File: config.mk
export PLATFORM = sky130hd
export DESIGN_NAME = seg7_scan_driver
export DESIGN_NICKNAME = d
export VERILOG_FILES = /design/src/rtl/seg7_pkg.sv /design/src/rtl/hex_to_seg7.sv /design/src/rtl/seg7_scan_driver.sv
export SDC_FILE = /design/constraint.sdc
export NUM_CORES = 1
export LEC_CHECK = 0
export BUFFER_PORTS_ARGS = -buffer_cell sky130_fd_sc_hd__buf_2
export CORE_ASPECT_RATIO = 0.5
export CORE_MARGIN = 3
export CORE_UTILIZATION = 60
export CTS_CLUSTER_DIAMETER = 100
export DETAILED_ROUTE_END_ITERATION = 7
export GPL_ROUTABILITY_DRIVEN = 0
export PLACE_DENSITY_LB_ADDON = 0.2
export SYNTH_ARGS = -nofsm -noshare
export SYNTH_HDL_FRONTEND = slang
export SYNTH_SLANG_ARGS = --single-unit
File: constraint.sdc
create_clock -name clk -period 7 [get_ports clk]
set_clock_uncertainty 0.05 [all_clocks]
set_input_delay 0.7 -clock clk [delete_from_list [all_inputs] [get_ports clk]]
set_output_delay 0.7 -clock clk [all_outputs]
set_load 0.02 [all_outputs]
File: src/rtl/seg7_pkg.sv
// seg7_pkg: shared constants and types for the 7-segment scan driver
package seg7_pkg;
  localparam logic [6:0] SEG_OFF = 7'h7F;
  localparam logic [6:0] SEG_TABLE [16] = '{
    7'h40, 7'h79, 7'h24, 7'h30, 7'h19, 7'h12, 7'h02, 7'h78,
    7'h00, 7'h10, 7'h08, 7'h03, 7'h46, 7'h21, 7'h06, 7'h0E
  };
  typedef enum logic {BLANK, DRIVE} phase_t;
endpackage

File: src/rtl/hex_to_seg7.sv
// hex_to_seg7: combinational hex nibble to active-low {g,f,e,d,c,b,a} decode
// nib in 4, seg out 7
module hex_to_seg7
  import seg7_pkg::*;
(
  input  logic [3:0] nib,
  output logic [6:0] seg
);
  assign seg = SEG_TABLE[nib];
endmodule

File: src/rtl/seg7_scan_driver.sv
// seg7_scan_driver: time-multiplexed common-anode 7-segment driver with dead-time
// clk, reset (sync, active-high), en, digits_in, dp_in, blank_in, blink_sel in;
// an, seg, dp (all active-low), slot_tick out; all outputs registered.
// SEG7_SCAN_BLINK_EN enables per-digit blinking via blink_sel.
module seg7_scan_driver
  import seg7_pkg::*;
#(
  parameter int DIGITS       = 4,
  parameter int REFRESH_DIV  = 100000,
  parameter int BLANK_CYCLES = 500,
  parameter int BLINK_DIV    = 25000000
) (
  input  logic                clk,
  input  logic                reset,
  input  logic                en,
  input  logic [4*DIGITS-1:0] digits_in,
  input  logic [DIGITS-1:0]   dp_in,
  input  logic [DIGITS-1:0]   blank_in,
  input  logic [DIGITS-1:0]   blink_sel,
  output logic [DIGITS-1:0]   an,
  output logic [6:0]          seg,
  output logic                dp,
  output logic                slot_tick
);
  localparam int CW = $clog2(REFRESH_DIV);
  localparam int IW = DIGITS > 1 ? $clog2(DIGITS) : 1;
  logic [CW-1:0] cnt, cnt_nxt;
  logic [IW-1:0] idx;
  logic [3:0] snap_nib, nib;
  logic snap_dp, snap_blank, cur_dp, cur_blank, wrap, entry, blink_off;
  logic [DIGITS-1:0] an_on;
  logic [6:0] dec;
  phase_t ph_nxt;
  assign wrap = cnt == CW'(REFRESH_DIV - 1);
  assign cnt_nxt = wrap ? '0 : cnt + 1'b1;
  assign ph_nxt = cnt_nxt < CW'(BLANK_CYCLES) ? BLANK : DRIVE;
  assign entry = cnt_nxt == CW'(BLANK_CYCLES);
  // live inputs only at DRIVE entry; the snapshot holds the slot steady afterwards
  assign nib = entry ? digits_in[4*idx +: 4] : snap_nib;
  assign cur_dp = entry ? dp_in[idx] : snap_dp;
  assign cur_blank = entry ? blank_in[idx] | blink_off : snap_blank;
  assign an_on = ~(DIGITS'(1) << idx);
  hex_to_seg7 u_dec (.nib(nib), .seg(dec));
`ifdef SEG7_SCAN_BLINK_EN
  localparam int BW = $clog2(BLINK_DIV);
  logic [BW-1:0] bcnt;
  logic phase_on;
  always_ff @(posedge clk)
    if (reset) begin
      bcnt <= '0;
      phase_on <= 1'b1;
    end else if (bcnt == BW'(BLINK_DIV - 1)) begin
      bcnt <= '0;
      phase_on <= ~phase_on;
    end else
      bcnt <= bcnt + 1'b1;
  assign blink_off = ~phase_on & blink_sel[idx];
`else
  logic unused_blink;
  assign unused_blink = ^{blink_sel, 32'(BLINK_DIV)};
  assign blink_off = 1'b0;
`endif
  always_ff @(posedge clk)
    if (reset) begin
      cnt <= '0;
      idx <= '0;
      snap_nib <= '0;
      snap_dp <= 1'b0;
      snap_blank <= 1'b0;
      an <= '1;
      seg <= SEG_OFF;
      dp <= 1'b1;
      slot_tick <= 1'b0;
    end else begin
      cnt <= cnt_nxt;
      slot_tick <= wrap;
      if (wrap) idx <= idx == IW'(DIGITS - 1) ? '0 : idx + 1'b1;
      if (entry) begin
        snap_nib <= nib;
        snap_dp <= cur_dp;
        snap_blank <= cur_blank;
      end
      if (ph_nxt == BLANK) begin
        an <= '1;
        seg <= SEG_OFF;
        dp <= 1'b1;
      end else begin
        // en only re-enables an anode at DRIVE entry, never mid-slot
        an <= !en ? '1 : entry ? (cur_blank ? '1 : an_on) : an;
        seg <= cur_blank ? SEG_OFF : dec;
        dp <= ~cur_dp;
      end
    end
endmodule

==> results_tabular.tex, run 1 <==
\begin{tabular}{lr}
\hline
Metric & Value \\
\hline
\multicolumn{2}{l}{\textbf{Floorplan}} \\
\quad Number of top-level pins & 44 \\
\quad Die Footprint & 0.00476 mm² \\
\quad Die span in x & 94.6 µm \\
\quad Die outline height & 50.3 µm \\
\quad Initial cell density of the core & 65.4\% \\
\quad Cell row count & 15 \\
\quad Core Region & 0.00360 mm² \\
\multicolumn{2}{l}{\textbf{Timing}} \\
\quad Final setup violation count & 0 \\
\quad Fmax & 224 MHz \\
\quad Transition at the pin with the smallest max-transition slack & 0.938 ns \\
\quad Final Hold Fails & 0 \\
\quad Post-layout min period & 4.47 ns \\
\quad Final max-slew violation count & 0 \\
\quad Rel. slew slack & 35.7\% \\
\quad Fraction of the cycle the final worst path needs & 63.9\% \\
\quad Setup repair after global routing missed its margin & false \\
\quad Post-Route Setup TNS & 0 ns \\
\multicolumn{2}{l}{\textbf{Final layout}} \\
\quad Area growth from synthesis to layout & 10.8\% \\
\quad Layout cell share with drive strength beyond 1 & 24.1\% \\
\quad Post-layout instance count excluding filler cells & 337 \\
\quad Register area & 761 µm² \\
\quad Final core utilization & 72.5\% \\
\quad Nets & 328 \\
\quad Fillers & 286 \\
\quad Combined area of the multi-input logic cells & 0.00146 mm² \\
\quad Antenna fix cells & 0 \\
\multicolumn{2}{l}{\textbf{Power}} \\
\quad Fraction of power consumed by combinational cells & 5.5\% \\
\quad Leakage power & 0.956 nW \\
\quad Power density normalized to cell area & 154 mW/mm² \\
\quad Clock Power Share & 39.4\% \\
\quad Total design power & 0.401 mW \\
\quad IR Drop Worst-Case VDD & 72.5 µV \\
\quad Int Power & 0.308 mW \\
\quad Total net switching power & 0.0932 mW \\
\quad Switching power share of the total & 23.2\% \\
\quad Sequential fraction of design power & 55.0\% \\
\multicolumn{2}{l}{\textbf{Setup path}} \\
\quad CP arrival & 4.61 ns \\
\quad Length in cells of the worst reg-to-reg path & 12 \\
\quad Maximum fanout along the worst path & 21 \\
\quad Required @ worst endpoint & 7.13 ns \\
\quad Endpoint kind of the worst setup timing path & register \\
\quad Kind of critical path & reg -> reg \\
\quad Crit path launch type & register \\
\multicolumn{2}{l}{\textbf{Drt}} \\
\quad Total number of vias & 1924 \\
\quad Vias per Instance & 5.71 \\
\quad DRC errors left & 0 \\
\quad Iteration count of the initial detailed-routing pass & 4 \\
\quad Wire per inst & 15.0 µm \\
\quad Number of nets still failing antenna checks after routing & 0 \\
\quad Detailed-route wire length & 5.05 mm \\
\quad Initial DRC Count & 45 \\
\multicolumn{2}{l}{\textbf{Clock tree}} \\
\quad Maximum buffer depth of the clock tree & 2 \\
\quad Post-CTS setup-driven buffer insertion count & 0 \\
\quad TritonCTS clock tree & done \\
\quad Hold-fix buffers at CTS & 0 \\
\quad CTS root buffer & clkbuf\_8 \\
\quad CTS-repair resized insts & 0 \\
\quad Number of buffers added by the clock tree synthesis step & 5 \\
\quad Insertion delay to the later sink of the worst-skew pair & 0.30 ns \\
\quad Maximum level of the CTS H-tree & 2 \\
\quad Clock transition time at the flip-flop clock pins of the worst setup and hold paths & 0.07 ns \\
\quad Number of clock sinks & 38 \\
\multicolumn{2}{l}{\textbf{Synthesis}} \\
\quad Commonest register cell after synthesis & dfxtp\_1 \\
\quad Number of enable-type register cells in the synthesized netlist & 0 \\
\quad Syn. warnings & 0 \\
\quad Gate count after technology mapping & 256 \\
\quad Cell Area, Synth & 0.00236 mm² \\
\quad Synth async-reset ratio & 0\% \\
\quad Avg Cell Area, Syn & 9.20 µm² \\
\quad Share of Yosys cell area claimed by the top area cell type & 32.3\% \\
\quad Post-synth cell types & 55 \\
\quad Most frequent cell after synthesis & dfxtp\_1 \\
\quad Net count of the mapped netlist & 299 \\
\quad Leading post-synthesis cells by cell area & dfxtp\_1 (32\%), ha\_1 (6.4\%), xnor2\_1 (5.2\%), mux4\_2 (4.8\%), nor2\_1 (4.8\%) \\
\quad Yosys reg bits & 38 \\
\quad Sequential fraction of the synthesis area & 32.3\% \\
\quad Most area-hungry cell type in the Yosys netlist & dfxtp\_1 \\
\quad Post-synth top cells & dfxtp\_1 (38), nor2\_1 (30), nand2\_1 (20) \\
\multicolumn{2}{l}{\textbf{Flow run}} \\
\quad Max capacitance violation total & 0 \\
\multicolumn{2}{l}{\textbf{Placement}} \\
\quad DPL Wire Length & 3.71 mm \\
\quad Cells after DPL & 329 \\
\quad PortBufs & 39 \\
\multicolumn{2}{l}{\textbf{Min path}} \\
\quad Hold Crit Depth & 2 \\
\quad Worst hold path type & reg -> reg \\
\multicolumn{2}{l}{\textbf{Global routing}} \\
\quad GRT Residual Overflow & 0 \\
\quad First-pass GRT wire length & 8.69 mm \\
\quad GR Util All Layers & 23.7\% \\
\quad Maximum number of pins on one net before global-route repair & 22 \\
\quad Antenna violations before repair & 0 \\
\quad Vias in the first global route & 1853 \\
\multicolumn{2}{l}{\textbf{Outcome}} \\
\quad Status & finished, final reports clean \\
\hline
\end{tabular}
-- layer usage --
layer  vias up  GRT usage, %  part of all wire (%)
met2        31          42.6                    52
met5         -             0                     0
met3         9          5.54                   3.5
met4         0          9.33                   1.4
li1        963             -                     -
met1       921          27.4                    44
-- critical path: stages, from the launching register on --
cell and delay [ns]:
dfxtp_1 0.47, ha_1 0.36, and3_1 0.42, nand3_2 0.11, nor4_2 0.17, xnor2_1 0.22, a31oi_4 0.18, nor3_4 0.80
mux2i_1 0.71, inv_1 0.16, ha_1 0.29, o32ai_1 0.30, o21ai_1 0.10
-- cells in the final DEF (no fill, tap or decap), types with 3 or more instances in the layout --
master	instances
a21oi_1	7
o21ai_0	7
mux2i_1	10
and3_1	3
nor3_2	3
or3_1	3
nand4_1	5
xnor2_1	14
clkbuf_8	6
nor2_1	30
buf_2	39
dfxtp_1	38
inv_1	10
ha_1	12
nor3_1	6
nand2_1	20
nor4_1	3
xor2_1	6
nand3_1	13
mux4_2	5
-- area by class of cell --
type / count / share of cell area, %
multi-input cells: 191 / 56.0
flip-flops and latches: 38 / 29.1
repair buffers: 39 / 7.47
clock buffers: 7 / 3.31
well taps: 51 / 2.44
inverters: 10 / 1.44
clock inverters: 1 / 0.192
-- path summary, 6_finish.rpt --
check	startpoint	to	slack [ns]
setup / recovery	cnt[0]	seg[0]	2.53
hold / removal	an[3]	an[3]	0.44
setup reg to reg	cnt[0]	seg[0]	2.53
hold reg to reg	an[3]	an[3]	0.44
-- sequential cells by signal, indices dropped and copies added, names as in the netlist --
name	flops
seg	7
slot_tick	1
snap_nib	4
cnt	17
an	4
idx	2
dp	1
snap_dp	1
snap_blank	1
-- per-stage QoR --
stage	cell area (µm²)	worst slack, ns	hold WS (ns)
global placement	2520	2.66	0.410
detailed placement	2520	2.51	0.424
CTS	2610	2.52	0.446
finish	2610	2.53	0.440
global route	2610	2.13	0.473
floorplan	2360	3.69	0.398
-- logic make-up (layout without fill, tap and decap cells) --
kind of cell,Yosys count,after routing,share of synthesized area [%]
fa+ha+maj,12,12,6.37
simple gates,103,103,24.4
compound gates,36,36,12.1
flops,38,38,32.3
mux,20,20,11.8
xor+xnor,20,20,7.44
buf+inv,27,57,5.63
-- power groups by stage --
stage          sequential [mW]  combinational [mW]  clock [mW]
2_1_floorplan            0.225              0.0142           0
3_3_place_gp             0.226              0.0205           0
3_5_place_dp             0.226              0.0218           0
4_1_cts                  0.221              0.0220       0.160
5_1_grt                  0.221              0.0246       0.172
6_report                 0.221              0.0222       0.158
No activity file was read; power rests on OpenSTA's default activity.
==> run 2, diff against run 1 <==
CORE_UTILIZATION = 50   (was 60)
clock period = 3.8 ns   (was 7 ns; I/O delays follow)
==> run 2 against run 1 <==
  * Fmax is 31% higher
  * Critical endpoint is now seg[3]
  * Global-route usage is 3.9 points lower
  * Cell count is 3.0% higher
  * Highest routed layer unchanged
  * First-iteration DRC count is 80% higher
==> results_tabular.tex, run 2 (synthesized netlist as in run 1, its figures left out) <==
\begin{tabular}{lr}
\hline
Metric & Value \\
\hline
\multicolumn{2}{l}{\textbf{Outcome}} \\
\quad Status & finished, final reports clean \\
\multicolumn{2}{l}{\textbf{Setup path}} \\
\quad Critical path buffers and inverters & 2 \\
\quad Cells along the critical path & ha\_1, and3\_1, a41oi\_1, a21oi\_1, nand4\_1, nor3\_4, buf\_4, mux2i\_1, buf\_4, mux2i\_1, a32oi\_1 \\
\quad Maximum fanout along the worst path & 10 \\
\quad Maximum single-stage delay on the critical path & 0.47 ns \\
\quad Kind of critical path & reg -> reg \\
\quad CP arrival & 3.52 ns \\
\quad Required @ worst endpoint & 3.91 ns \\
\quad Critical Path Slowest Stage Cell & dfxtp\_1 \\
\quad Endpoint kind of the worst setup timing path & register \\
\quad Cell family contributing the most delay on the critical path & simple AND/OR/NAND/NOR gates \\
\quad Crit path launch type & register \\
\multicolumn{2}{l}{\textbf{Timing}} \\
\quad Setup repair after global routing missed its margin & false \\
\quad Post-Route Setup TNS & 0 ns \\
\quad Final Hold Fails & 0 \\
\quad Final max-slew violation count & 0 \\
\quad Post-layout min period & 3.42 ns \\
\quad Fmax & 293 MHz \\
\quad Rel. slew slack & 61.6\% \\
\quad Final setup violation count & 0 \\
\quad Fraction of the cycle the final worst path needs & 89.9\% \\
\quad Transition at the pin with the smallest max-transition slack & 0.570 ns \\
\multicolumn{2}{l}{\textbf{Final layout}} \\
\quad Register bank with the most flops & cnt \\
\quad Area growth from synthesis to layout & 13.2\% \\
\quad Largest registers & cnt: 17 flops, seg: 7 flops \\
\quad Most used cells in the layout excluding fill and tap cells & buf\_2 (39), dfxtp\_1 (38), nor2\_1 (30) \\
\quad Commonest non-fill, non-tap cell in the layout & buf\_2 \\
\quad Antenna fix cells & 0 \\
\quad Fillers & 362 \\
\quad Final standard cell area without fillers & 0.00267 mm² \\
\quad Number of flip-flops under the largest register name & 17 \\
\quad Layout cell share with drive strength beyond 1 & 25.9\% \\
\quad Nets & 335 \\
\multicolumn{2}{l}{\textbf{Flow run}} \\
\quad Max capacitance violation total & 0 \\
\multicolumn{2}{l}{\textbf{Floorplan}} \\
\quad Number of top-level pins & 44 \\
\quad Die span in x & 103 µm \\
\quad Cell row count & 16 \\
\quad Initial cell density of the core & 56.0\% \\
\quad Die outline height & 54.5 µm \\
\quad Die Footprint & 0.00562 mm² \\
\quad Core Region & 0.00420 mm² \\
\multicolumn{2}{l}{\textbf{Drt}} \\
\quad Iteration count of the initial detailed-routing pass & 4 \\
\quad Number of nets still failing antenna checks after routing & 0 \\
\quad Total number of vias & 1914 \\
\quad DRC errors left & 0 \\
\quad Vias per Instance & 5.52 \\
\quad Detailed-route wire length & 4.86 mm \\
\quad Wire per inst & 14.0 µm \\
\quad Initial DRC Count & 81 \\
\multicolumn{2}{l}{\textbf{Clock tree}} \\
\quad CTS root buffer & clkbuf\_8 \\
\quad TritonCTS clock tree & done \\
\quad Hold-fix buffers at CTS & 0 \\
\quad Insertion delay to the later sink of the worst-skew pair & 0.29 ns \\
\quad Post-CTS setup-driven buffer insertion count & 0 \\
\quad Maximum level of the CTS H-tree & 2 \\
\quad Number of clock sinks & 38 \\
\quad CTS-repair resized insts & 0 \\
\quad Maximum buffer depth of the clock tree & 2 \\
\quad Clock transition time at the flip-flop clock pins of the worst setup and hold paths & 0.08 ns \\
\quad Number of buffers added by the clock tree synthesis step & 5 \\
\multicolumn{2}{l}{\textbf{Placement}} \\
\quad PortBufs & 39 \\
\quad Post-place instance area & 0.00258 mm² \\
\quad DPL Wire Length & 3.61 mm \\
\multicolumn{2}{l}{\textbf{Min path}} \\
\quad Worst hold path type & in -> reg \\
\multicolumn{2}{l}{\textbf{Global routing}} \\
\quad First-pass GRT wire length & 8.47 mm \\
\quad GR Util All Layers & 19.8\% \\
\quad Maximum number of pins on one net before global-route repair & 18 \\
\quad GRT Residual Overflow & 0 \\
\quad Antenna violations before repair & 0 \\
\quad Vias in the first global route & 1883 \\
\multicolumn{2}{l}{\textbf{Power}} \\
\quad IR Drop Worst-Case VDD & 182 µV \\
\quad Leakage power & 0.989 nW \\
\quad Power density normalized to cell area & 277 mW/mm² \\
\hline
\end{tabular}
## run 2: changes by cell type in the layout (fill, tap and decap cells not counted)
cell / delta
buf_4: +7
## run 2: worst paths after layout
| path | slack [ns] | from | depth (start not counted) | endpoint |
|---|---|---|---|---|
| setup / recovery | 0.38 | cnt[0] | 11 | seg[3] |
| hold / removal | 0.40 | en | 3 | an[0] |
| setup reg to reg | 0.38 | cnt[0] | 11 | seg[3] |
| hold reg to reg | 0.44 | snap_dp | 2 | snap_dp |
## run 2: layer usage
layer | global-route usage [%] | vias to the layer above | wire length [µm]
met1 | 23.6 | 899 | 2270
li1 | - | 976 | -
met3 | 7.00 | 6 | 221
met2 | 33.8 | 33 | 2310
met4 | 7.31 | 0 | 60
met5 | 0 | - | 0
## run 2: report_power, final
part | switching, mW | leakage, nW | internal, mW
sequential | 0.00610 | 0.307 | 0.401
combinational | 0.0185 | 0.634 | 0.0205
clock | 0.146 | 0.0482 | 0.147
total | 0.170 | 0.989 | 0.568
## run 2: area by class of cell
cell class	instances	area, µm²	share of cell area [%]
multi-input cells	191	1460	54.8
flip-flops and latches	38	761	28.5
repair buffers	46	248	9.29
clock buffers	7	86.3	3.24
well taps	54	67.6	2.53
inverters	10	37.5	1.41
clock inverters	1	5.00	0.188
## run 2: stage by stage
stage                     instances  worst slack (ns)  util [%]  power (mW)  hold slack [ns]
after floorplan                 256             0.488         -       0.440            0.398
after global placement          339             0.478      61.3       0.454            0.410
after detailed placement        339             0.387      61.3       0.455            0.419
after CTS                       347             0.364      63.5       0.744            0.397
after global routing            347            0.0783      63.5       0.773            0.410
final                           347             0.383      63.5       0.738            0.402
## run 2: tightest hold or removal path: stages
cell and delay (ns):
buf_2 0.09, nor3b_1 0.18, nand2_1 0.07
